===== src/rtl/bayer_mosaic_pkg.sv =====
// Shared image geometry, Bayer phase encoding and mosaic FSM states.
package bayer_mosaic_pkg;

    localparam int unsigned WIDTH      = 128;
    localparam int unsigned HEIGHT     = 128;
    localparam int unsigned ADDR_W     = 14;
    localparam int unsigned FIFO_DEPTH = 2;

    // Phase of a pixel position, encoded as {row[0], col[0]}.
    typedef enum logic [1:0] {
        PH_G0 = 2'b00,
        PH_R  = 2'b01,
        PH_B  = 2'b10,
        PH_G1 = 2'b11
    } bayer_phase_t;

    typedef enum logic [1:0] {
        ST_IDLE,
        ST_RUN,
        ST_DRAIN,
        ST_DONE
    } mosaic_state_t;

    function automatic bayer_phase_t bayer_phase(input logic row_lsb, input logic col_lsb);
        return bayer_phase_t'({row_lsb, col_lsb});
    endfunction

endpackage


===== src/rtl/bayer_mosaic_if.sv =====
// Channel-memory read bus and Bayer output stream of the mosaic block.
interface bayer_mosaic_if #(
    parameter int unsigned ADDR_W = bayer_mosaic_pkg::ADDR_W
) ();

    logic              rd_r;
    logic              rd_g;
    logic              rd_b;
    logic [ADDR_W-1:0] addr_r;
    logic [ADDR_W-1:0] addr_g;
    logic [ADDR_W-1:0] addr_b;
    logic [7:0]        rdata_r;
    logic [7:0]        rdata_g;
    logic [7:0]        rdata_b;

    logic              out_valid;
    logic              out_ready;
    logic [7:0]        out_data;
    logic              out_last;

    // The mosaic block: reads the memories and drives the pixel stream.
    modport master (
        output rd_r, rd_g, rd_b, addr_r, addr_g, addr_b,
        input  rdata_r, rdata_g, rdata_b,
        output out_valid, out_data, out_last,
        input  out_ready
    );

    // Memories and pixel consumer.
    modport slave (
        input  rd_r, rd_g, rd_b, addr_r, addr_g, addr_b,
        output rdata_r, rdata_g, rdata_b,
        input  out_valid, out_data, out_last,
        output out_ready
    );

endinterface


===== src/rtl/bayer_mosaic_fifo.sv =====
// Small synchronous FIFO holding returned pixels and their end-of-frame flag.
module mosaic_fifo #(
    parameter int unsigned DEPTH  = 2,
    parameter int unsigned DATA_W = 8
) (
    input  logic                         clk,
    input  logic                         reset,
    input  logic                         clear,
    input  logic                         push,
    input  logic [DATA_W-1:0]            push_data,
    input  logic                         push_last,
    input  logic                         pop,
    output logic [$clog2(DEPTH+1)-1:0]   count,
    output logic                         head_valid,
    output logic [DATA_W-1:0]            head_data,
    output logic                         head_last
);

    localparam int unsigned PTR_W = (DEPTH > 1) ? $clog2(DEPTH) : 1;
    localparam int unsigned CNT_W = $clog2(DEPTH + 1);

    logic [DATA_W-1:0] data_mem [DEPTH];
    logic [DEPTH-1:0]  last_mem;
    logic [PTR_W-1:0]  wr_ptr;
    logic [PTR_W-1:0]  rd_ptr;
    logic [CNT_W-1:0]  count_q;

    function automatic logic [PTR_W-1:0] next_ptr(input logic [PTR_W-1:0] p);
        return (p == PTR_W'(DEPTH - 1)) ? '0 : p + PTR_W'(1);
    endfunction

    // Entry storage; contents are don't-care until written, so no reset.
    always_ff @(posedge clk) begin
        if (push) begin
            data_mem[wr_ptr] <= push_data;
            last_mem[wr_ptr] <= push_last;
        end
    end

    // Pointers and occupancy; a simultaneous push and pop leaves count unchanged.
    always_ff @(posedge clk or posedge reset) begin
        if (reset) begin
            wr_ptr  <= '0;
            rd_ptr  <= '0;
            count_q <= '0;
        end else if (clear) begin
            wr_ptr  <= '0;
            rd_ptr  <= '0;
            count_q <= '0;
        end else begin
            if (push) begin
                wr_ptr <= next_ptr(wr_ptr);
            end
            if (pop) begin
                rd_ptr <= next_ptr(rd_ptr);
            end
            case ({push, pop})
                2'b10:   count_q <= count_q + CNT_W'(1);
                2'b01:   count_q <= count_q - CNT_W'(1);
                default: count_q <= count_q;
            endcase
        end
    end

    assign count      = count_q;
    assign head_valid = (count_q != '0);
    // Head outputs read as zero when empty so the stream is quiet after reset.
    assign head_data  = head_valid ? data_mem[rd_ptr] : '0;
    assign head_last  = head_valid ? last_mem[rd_ptr] : 1'b0;

    ap_no_overflow: assert property (@(posedge clk) disable iff (reset)
        !(push && !pop && (count_q == CNT_W'(DEPTH))));

    ap_no_underflow: assert property (@(posedge clk) disable iff (reset)
        !(pop && (count_q == '0)));

endmodule


===== src/rtl/bayer_mosaic.sv =====
// Reads the R/G/B channel memories in raster order and emits one Bayer pixel per position.
module bayer_mosaic #(
    parameter int unsigned WIDTH      = bayer_mosaic_pkg::WIDTH,
    parameter int unsigned HEIGHT     = bayer_mosaic_pkg::HEIGHT,
    parameter int unsigned ADDR_W     = bayer_mosaic_pkg::ADDR_W,
    parameter int unsigned FIFO_DEPTH = bayer_mosaic_pkg::FIFO_DEPTH
) (
    input  logic           clk,
    input  logic           reset,
    input  logic           start,
    bayer_mosaic_if.master bus,
    output logic           busy,
    output logic           done
);

    import bayer_mosaic_pkg::*;

    localparam int unsigned COL_W = $clog2(WIDTH);
    localparam int unsigned ROW_W = ADDR_W - COL_W;
    localparam int unsigned CNT_W = $clog2(FIFO_DEPTH + 1);

    mosaic_state_t    state_q;
    mosaic_state_t    state_d;
    logic [ROW_W-1:0] row_q;
    logic [COL_W-1:0] col_q;

    logic             frame_clear;
    logic             issue;
    logic             last_pos;
    bayer_phase_t     rd_phase;

    logic             pend_q;
    bayer_phase_t     pend_phase_q;
    logic             pend_last_q;

    logic             push;
    logic [7:0]       push_data;
    logic             pop;
    logic [CNT_W-1:0] fifo_count;
    logic [CNT_W:0]   committed;
    logic             credit_ok;

    assign last_pos = (row_q == ROW_W'(HEIGHT - 1)) && (col_q == COL_W'(WIDTH - 1));
    assign rd_phase = bayer_phase(row_q[0], col_q[0]);
    assign pop      = bus.out_valid && bus.out_ready;

    // Slots already spoken for after this cycle's pop: buffered plus the read in flight.
    assign committed = (CNT_W+1)'(fifo_count) + (CNT_W+1)'(pend_q) - (CNT_W+1)'(pop);
    assign credit_ok = committed < (CNT_W+1)'(FIFO_DEPTH);

    // Frame sequencing state register.
    always_ff @(posedge clk or posedge reset) begin
        if (reset) begin
            state_q <= ST_IDLE;
        end else begin
            state_q <= state_d;
        end
    end

    // Next state, read issue and status outputs.
    always_comb begin
        state_d     = state_q;
        frame_clear = 1'b0;
        issue       = 1'b0;
        busy        = 1'b0;
        done        = 1'b0;
        case (state_q)
            ST_IDLE: begin
                if (start) begin
                    frame_clear = 1'b1;
                    state_d     = ST_RUN;
                end
            end
            ST_RUN: begin
                busy = 1'b1;
                if (credit_ok) begin
                    issue = 1'b1;
                    if (last_pos) begin
                        state_d = ST_DRAIN;
                    end
                end
            end
            ST_DRAIN: begin
                busy = 1'b1;
                // Empty is judged after this cycle's pop, so done follows the last handshake directly.
                if (committed == '0) begin
                    state_d = ST_DONE;
                end
            end
            ST_DONE: begin
                done    = 1'b1;
                state_d = ST_IDLE;
            end
            default: state_d = ST_IDLE;
        endcase
    end

    // Raster position of the next read; wraps to (0,0) after the final pixel.
    always_ff @(posedge clk or posedge reset) begin
        if (reset) begin
            row_q <= '0;
            col_q <= '0;
        end else if (frame_clear) begin
            row_q <= '0;
            col_q <= '0;
        end else if (issue) begin
            if (col_q == COL_W'(WIDTH - 1)) begin
                col_q <= '0;
                row_q <= last_pos ? '0 : row_q + ROW_W'(1);
            end else begin
                col_q <= col_q + COL_W'(1);
            end
        end
    end

    // Enable only the memory holding the channel this position samples.
    always_comb begin
        bus.rd_r = 1'b0;
        bus.rd_g = 1'b0;
        bus.rd_b = 1'b0;
        if (issue) begin
            case (rd_phase)
                PH_R:    bus.rd_r = 1'b1;
                PH_B:    bus.rd_b = 1'b1;
                default: bus.rd_g = 1'b1;
            endcase
        end
    end

    assign bus.addr_r = {row_q, col_q};
    assign bus.addr_g = {row_q, col_q};
    assign bus.addr_b = {row_q, col_q};

    // Track the one-cycle read in flight with its phase and end-of-frame flag.
    always_ff @(posedge clk or posedge reset) begin
        if (reset) begin
            pend_q       <= 1'b0;
            pend_phase_q <= PH_G0;
            pend_last_q  <= 1'b0;
        end else if (frame_clear) begin
            pend_q       <= 1'b0;
            pend_phase_q <= PH_G0;
            pend_last_q  <= 1'b0;
        end else begin
            pend_q <= issue;
            if (issue) begin
                pend_phase_q <= rd_phase;
                pend_last_q  <= last_pos;
            end
        end
    end

    assign push = pend_q;

    // Pick the returned byte from the memory that was actually read.
    always_comb begin
        push_data = '0;
        case (pend_phase_q)
            PH_R:    push_data = bus.rdata_r;
            PH_B:    push_data = bus.rdata_b;
            default: push_data = bus.rdata_g;
        endcase
    end

    mosaic_fifo #(
        .DEPTH  (FIFO_DEPTH),
        .DATA_W (8)
    ) u_fifo (
        .clk        (clk),
        .reset      (reset),
        .clear      (frame_clear),
        .push       (push),
        .push_data  (push_data),
        .push_last  (pend_last_q),
        .pop        (pop),
        .count      (fifo_count),
        .head_valid (bus.out_valid),
        .head_data  (bus.out_data),
        .head_last  (bus.out_last)
    );

endmodule


===== src/flat_wrapper.sv =====
// flat-port wrapper written by rule: the top's interface ports become plain ports
module bayer_mosaic_flat import bayer_mosaic_pkg::*;
#(
    parameter int unsigned WIDTH      = bayer_mosaic_pkg::WIDTH,
    parameter int unsigned HEIGHT     = bayer_mosaic_pkg::HEIGHT,
    parameter int unsigned ADDR_W     = bayer_mosaic_pkg::ADDR_W,
    parameter int unsigned FIFO_DEPTH = bayer_mosaic_pkg::FIFO_DEPTH
)
  (clk, reset, start, busy, done, bus_rd_r, bus_rd_g, bus_rd_b, bus_addr_r, bus_addr_g, bus_addr_b, bus_rdata_r, bus_rdata_g, bus_rdata_b, bus_out_valid, bus_out_data, bus_out_last, bus_out_ready);
  bayer_mosaic_if #(.ADDR_W(ADDR_W)) bus_i ();
  input  logic clk;
  input  logic reset;
  input  logic start;
  output logic busy;
  output logic done;
  output wire logic [$bits(bus_i.rd_r)-1:0] bus_rd_r;
  output wire logic [$bits(bus_i.rd_g)-1:0] bus_rd_g;
  output wire logic [$bits(bus_i.rd_b)-1:0] bus_rd_b;
  output wire logic [$bits(bus_i.addr_r)-1:0] bus_addr_r;
  output wire logic [$bits(bus_i.addr_g)-1:0] bus_addr_g;
  output wire logic [$bits(bus_i.addr_b)-1:0] bus_addr_b;
  input wire logic [$bits(bus_i.rdata_r)-1:0] bus_rdata_r;
  input wire logic [$bits(bus_i.rdata_g)-1:0] bus_rdata_g;
  input wire logic [$bits(bus_i.rdata_b)-1:0] bus_rdata_b;
  output wire logic [$bits(bus_i.out_valid)-1:0] bus_out_valid;
  output wire logic [$bits(bus_i.out_data)-1:0] bus_out_data;
  output wire logic [$bits(bus_i.out_last)-1:0] bus_out_last;
  input wire logic [$bits(bus_i.out_ready)-1:0] bus_out_ready;
  assign bus_rd_r = bus_i.rd_r;
  assign bus_rd_g = bus_i.rd_g;
  assign bus_rd_b = bus_i.rd_b;
  assign bus_addr_r = bus_i.addr_r;
  assign bus_addr_g = bus_i.addr_g;
  assign bus_addr_b = bus_i.addr_b;
  assign bus_i.rdata_r = bus_rdata_r;
  assign bus_i.rdata_g = bus_rdata_g;
  assign bus_i.rdata_b = bus_rdata_b;
  assign bus_out_valid = bus_i.out_valid;
  assign bus_out_data = bus_i.out_data;
  assign bus_out_last = bus_i.out_last;
  assign bus_i.out_ready = bus_out_ready;
  bayer_mosaic #(.WIDTH(WIDTH), .HEIGHT(HEIGHT), .ADDR_W(ADDR_W), .FIFO_DEPTH(FIFO_DEPTH)) u_core (.clk(clk), .reset(reset), .start(start), .bus(bus_i), .busy(busy), .done(done));
endmodule

===== config.mk =====
export PLATFORM = sky130hd
export DESIGN_NAME = bayer_mosaic_flat
export DESIGN_NICKNAME = d
export VERILOG_FILES = /design/src/rtl/bayer_mosaic_pkg.sv /design/src/rtl/bayer_mosaic_if.sv /design/src/rtl/bayer_mosaic_fifo.sv /design/src/rtl/bayer_mosaic.sv /design/src/flat_wrapper.sv
export SDC_FILE = /design/constraint.sdc
export NUM_CORES = 1
export LEC_CHECK = 0
export BUFFER_PORTS_ARGS = -buffer_cell sky130_fd_sc_hd__buf_2
export CAP_MARGIN = 40
export CORE_MARGIN = 1.5
export CORE_UTILIZATION = 35
export CTS_CLUSTER_SIZE = 24
export DETAILED_ROUTE_END_ITERATION = 16
export GPL_TIMING_DRIVEN = 0
export PLACE_DENSITY = 0.59
export SLEW_MARGIN = 0
export SYNTH_ARGS = -nofsm -noshare
export SYNTH_HDL_FRONTEND = slang
export SYNTH_SLANG_ARGS = --single-unit

===== constraint.sdc =====
create_clock -name clk -period 4.5 [get_ports clk]
set_clock_uncertainty 0.05 [all_clocks]
set_input_delay 0.45 -clock clk [delete_from_list [all_inputs] [get_ports clk]]
set_output_delay 0.45 -clock clk [all_outputs]
set_load 0.005 [all_outputs]

==> out/metrics.csv, run 1 <==
metric,value,unit
Hold Path Class,in2async,
cells resized by post-CTS repair,0,
Area contributors post-synth,"dfrtp_1, edfxtp_1, buf_4, ha_1, nor2_1",
clock buffer depth,2,
critical path required time,4.00,ns
max_cap viols,0,
cell taking the most area after synthesis,dfrtp_1,
Register-to-Register Path Depth,11,
"Primary FF master, synth",dfrtp_1,
Core ar.,0.00679,sq mm
post-layout net count,387,
GRT Overall Usage,14.0,%
Vias,2025,
initial antenna violation count,0,
Initial Util,36.4,%
RSZ-0062 raised after global routing,no,
Yosys cell types,39,
"Seq/Total Area, Yosys",46.2,%
Setup crit end kind,primary output,
Mean Syn Cell Area,9.81,sq um
syn_nets,294,
Synth async-reset ratio,57.1,%
proportion of netlist area held by the largest area contributor,24.3,%
1st-pass router iterations,4,
GP Congestion,0.784,
Final Hold Viols,0,
die area,0.00758,sq mm
Filler cells,643,
Crit Path Class,reg2out,
Syn Inst Count,252,
post-placement cell area,0.00304,sq mm
Final Cycle Share,73.6,%
DRC,0,
layout cells sized above 1,37.3,%
YS warnings,0,
CTS root buffer,clkbuf_8,
final instance area,0.00314,sq mm
Netlist Area Pre-Place,0.00247,sq mm
leakage,1.60,nW
synthesis-to-layout area growth,27.0,%
routed vias/inst,4.58,
WL/cell,11.8,um
first-pass GRT wire length,8310,um
Multi-input gate area,0.00103,sq mm
largest net degree at the start of global routing,19,
# diodes,0,
Startpoint Class,flip-flop,
Routed WL,5210,um
r2r startpoint,u_core.u_fifo.count[1],
Max Fclk,302,MHz
Port Buffers,84,
Peak VDD IR,0.164,mV
CTS tree,done,
Die Ht,87.0,um
cts bufs inserted,5,
H-tree depth,2,
CP arrival,2.81,ns
initial DRC count,116,
final cell count without fillers,442,
PwrDens,518,mW/mm^2
status,completed,
worst-skew pair later-pin latency,0.29,ns
placed cells,433,
row count,30,
Critical Path Fanout Max,10,
Reg2Reg Setup Slack,1.68,ns
Worst-path clk slew,0.08,ns
final core utilization,46.2,%
die extent in x,87.0,um
Synth Register Bits,42,
Final ANT Viol Nets,0,
Post CTS Setup Buffer Count,0,
Least-Margin Pin Slew,0.725,ns
area occupied by registers,0.00114,sq mm
worst rel slew slack,51.5,%
hold_buf cts,0,
Final setup viols,0,
Post-synth EDFFs,18,
post-detail-place hpwl,4000,um
TritonCTS Sinks,42,
Overall Power,1.62,mW
grt ovf,0,
Final Max Slew Viols,0,
R2R Path End,u_core.state_q[1],
vias in the first global route,1781,
setup_tns,0,ns
number of I/O pins,85,
Tmin final,3.31,ns
[area by class of cell]
type / instances / area share, %
Sequential cell: 42 / 36.3
Multi-Input combinational cell: 160 / 32.8
Timing Repair Buffer: 86 / 14.5
Buffer: 38 / 8.21
Tap cell: 96 / 3.83
Clock buffer: 7 / 2.75
Inverter: 12 / 1.43
Clock inverter: 1 / 0.159
[layout by cell type, fill, tap and decap left out, types with 6 or more instances in the layout]
cell      netlist  layout
nand2_1        24      24
nand3_1         9       9
o21ai_0        10      10
buf_2           2      86
clkbuf_8        0       6
inv_1          12      12
a22oi_1         8       8
clkbuf_1        7       8
edfxtp_1       18      18
nor3_1          6       6
dfrtp_1        24      24
a21oi_1        12      12
buf_4          28      29
nor2_1         29      29
mux2i_1        10      10
xnor2_1         6       6
ha_1           13      13
[state kept, by name, indices dropped and copies added, names as in the netlist]
name and count:
u_core.col_q 7, u_core.pend_last_q 1, u_core.pend_phase_q 2, u_core.pend_q 1, u_core.row_q 7, u_core.state_q 2, u_core.u_fifo.count 2, u_core.u_fifo.data_mem 16
u_core.u_fifo.last_mem 2, u_core.u_fifo.rd_ptr 1, u_core.u_fifo.wr_ptr 1
[worst max-delay path, stage by stage, from the launching register on]
cell	delay [ns]
dfrtp_1	0.50
o21ai_1	0.14
or2_1	0.27
nand2_1	0.11
ha_1	0.15
inv_1	0.05
fa_1	0.37
xnor2_1	0.22
and3_1	0.25
buf_2	0.22
and2_1	0.14
buf_2	0.11
[cells by family (layout without fill, tap and decap cells)]
logic type	count (synthesis)	after routing	synth area share (%)
compound gates	38	38	9.67
fa+ha+maj	14	14	7.39
flops	42	42	46.2
mux	11	11	4.66
simple gates	87	87	16.3
xor+xnor	10	10	3.54
buf+inv	50	144	12.2
[power by group]
part	internal (mW)	switching (mW)	total, mW
combinational	0.350	0.431	0.781
sequential	0.516	0.0797	0.596
clock	0.124	0.124	0.247
[Yosys cell counts, drive strengths merged, types with 4 or more instances]
cell,count
nand3,10
a22oi,8
a21oi,12
xor2,4
o21ai,12
buf,31
and2,5
dfrtp,24
nor3,6
mux2i,10
nand2,24
clkbuf,7
nor2,29
xnor2,6
edfxtp,18
ha,13
inv,12
[metal layers]
layer,global-route usage [%],wire length (um),vias to the layer above
met1,18.2,2300,969
met5,0,0,-
met3,2.18,203,4
li1,-,-,1009
met4,6.45,64,0
met2,22.8,2650,43
[metrics by stage]
step | worst slack [ns] | hold WS, ns
6_report | 1.19 | 0.0611
4_1_cts | 1.17 | 0.0654
3_5_place_dp | 1.45 | 0.389
5_1_grt | 0.978 | 0.0845
3_3_place_gp | 1.49 | 0.412
2_1_floorplan | 1.87 | 0.392
[worst max-delay path by stage]
stage | from | depth (start not counted) | to | slack [ns]
3_5_place_dp | bus_out_ready | 12 | bus_rd_g | 1.45
4_1_cts | u_core.u_fifo.count[1] | 11 | bus_rd_g | 1.17
5_1_grt | u_core.u_fifo.count[1] | 11 | bus_rd_r | 0.98
2_1_floorplan | u_core.u_fifo.count[1] | 10 | bus_rd_b | 1.87
3_3_place_gp | bus_out_ready | 12 | bus_rd_b | 1.49
6_report | u_core.u_fifo.count[1] | 11 | bus_rd_b | 1.19
Note: power is estimated with default switching activity, not from simulation.
==> inputs of run 2 (changes only) <==
- clock period: 4.5 -> 3.2 ns (I/O delays scaled with it)
==> out/metrics.csv, run 2 (synthesized netlist as in run 1, its figures left out) <==
metric,value,unit,change
Fin Hold WS,0.302,ns,+0.241 ns
Filler cells,637,,-0.93%
final instance area,0.00317,sq mm,+1.1%
post-placement cell area,0.00304,sq mm,unchanged
clock buffer depth,2,,unchanged
TritonCTS Sinks,42,,unchanged
Final Hold Viols,0,,unchanged
GP Congestion,0.784,,unchanged
DRC,0,,unchanged
leakage,1.61,nW,+1.0%
row count,30,,unchanged
largest register by flop count,u_core.u_fifo.data_mem,,
Worst-path clk slew,0.08,ns,about the same
grt ovf,0,,unchanged
Routed WL,5250,um,+0.69%
setup_tns,0,ns,unchanged
Final ANT Viol Nets,0,,unchanged
Tmin final,3.03,ns,
"leading cell type in the layout, fill and taps excluded",buf_2,,
cts bufs inserted,5,,unchanged
Vias,2033,,+0.40%
status,completed,,
vias in the first global route,1789,,+0.45%
post-layout net count,389,,+0.52%
layout cells sized above 1,38.5,%,+1.2 points
WL/cell,11.8,um,+0.24%
Final setup viols,0,,unchanged
max incr delay on CP,0.42,ns,-0.08 ns
initial antenna violation count,0,,unchanged
PwrDens,735,mW/mm^2,+42%
largest net degree at the start of global routing,19,,unchanged
Least-Margin Pin Slew,0.739,ns,+0.0143 ns
CTS tree,done,,
number of I/O pins,85,,unchanged
Core ar.,0.00679,sq mm,unchanged
max_cap viols,0,,unchanged
Initial Util,36.4,%,unchanged
GRT Overall Usage,14.0,%,+0.040 points
worst-skew pair later-pin latency,0.29,ns,about the same
CP bufs+invs,3,,unchanged
Die Ht,87.0,um,unchanged
Hold Path Class,in2reg,,
Peak VDD IR,0.241,mV,+47%
CP startpoint,u_core.u_fifo.count[0],,
Port Buffers,84,,unchanged
most frequent cells in the layout,"buf_2, buf_4, nor2_1, nand2_1, dfrtp_1",,
# diodes,0,,unchanged
max reg flops,16,,unchanged
synthesis-to-layout area growth,28.3,%,
Final Max Slew Viols,0,,unchanged
post-detail-place hpwl,4000,um,unchanged
worst rel slew slack,50.5,%,-0.96 points
1st-pass router iterations,4,,unchanged
Largest regs,"u_core.u_fifo.data_mem (16), u_core.col_q (7), u_core.row_q (7)",,
Startpoint Class,flip-flop,,
slowest stage cell on the critical path,dfrtp_2,,
Crit Path Class,reg2out,,
routed vias/inst,4.58,,about the same
Setup crit end kind,primary output,,
initial DRC count,128,,+10%
Critical Path Fanout Max,10,,unchanged
CP Cell Sequence,o21ai_1 > or2_1 > nand2_1 > ha_1 > inv_1 > fa_1 > xnor2_2 > and3_1 > clkbuf_4 > and2_1 > buf_2,,
die extent in x,87.0,um,unchanged
die area,0.00758,sq mm,unchanged
family with the most delay on the worst path,simple AND/OR/NAND/NOR gates,,
Final Cycle Share,94.6,%,
critical path required time,2.83,ns,-1.17 ns
r2r startpoint,u_core.u_fifo.count[0],,
CTS root buffer,clkbuf_8,,
Max Fclk,330,MHz,
first-pass GRT wire length,8340,um,+0.34%
CP arrival,2.66,ns,-0.15 ns
Hold Path Origin,bus_rdata_g[7],,
H-tree depth,2,,unchanged
-- run 2: cell count changes in the layout (fill, tap and decap cells not counted), sizes merged --
cell,previous run,this run
buf,117,118
dlygate4sd3,0,1
-- run 2: layout make-up --
cell class                      count  area [sq um]  share of cell area (%)
Inverter                           12          45.0                    1.42
Timing Repair Buffer               89           480                    15.1
Clock inverter                      1          5.00                   0.158
Clock buffer                        7          86.3                    2.72
Tap cell                           96           120                    3.79
Multi-Input combinational cell    160          1040                    32.6
Sequential cell                    42          1140                    36.0
Buffer                             37           256                    8.08
-- run 2: repair_timing --
| action | CTS | global route |
|---|---|---|
| hold buffers | 1 | 0 |
| endpoints found under the hold margin | 6 | 0 |
| setup buffers | 0 | 2 |
| endpoints found under the setup margin | 3 | 3 |
| resized for setup | 1 | 3 |
-- run 2: where the power goes --
part / leakage [nW] / switching [mW] / internal, mW
registers: 0.477 / 0.116 / 0.729
clock network: 0.0482 / 0.173 / 0.174
logic: 1.09 / 0.613 / 0.525
total: 1.61 / 0.903 / 1.43
-- run 2: layer usage --
| layer | GRT usage [%] | share of wire [%] | up-vias |
|---|---|---|---|
| li1 | - | - | 1018 |
| met1 | 18.2 | 44 | 971 |
| met5 | 0 | 0 | - |
| met2 | 23.0 | 51 | 40 |
| met3 | 2.18 | 3.6 | 4 |
| met4 | 6.45 | 1.2 | 0 |
-- run 2: tightest hold or removal path: cells and delay by family --
kind | cells | cell delay (ns)
AOI/OAI and AO/OA | 1 | 0.08
buffers and inverters | 1 | 0.07
and+or+nand+nor | 1 | 0.04
-- run 2: through the flow --
step / total power, mW / util [%] / instances / setup WS, ns
2_1_floorplan: 1.57 / - / 252 / 0.597
3_3_place_gp: 1.93 / 44.3 / 432 / 0.369
3_5_place_dp: 1.97 / 44.8 / 433 / 0.317
4_1_cts: 2.32 / 46.3 / 442 / 0.0546
5_1_grt: 2.53 / 46.7 / 444 / -0.00615
6_report: 2.33 / 46.7 / 444 / 0.174
-- run 2: path summary, 6_finish.rpt --
kind / to / slack [ns] / depth (start not counted)
max: bus_rd_b / 0.17 / 11
min: u_core.u_fifo.data_mem[1][7] / 0.30 / 3
max reg2reg: u_core.state_q[1] / 0.53 / 11
min reg2reg: u_core.u_fifo.last_mem[1] / 0.42 / 0
max in group asynchronous: u_core.u_fifo.count[1] / 2.20 / 4
min in group asynchronous: u_core.state_q[1] / 0.48 / 3
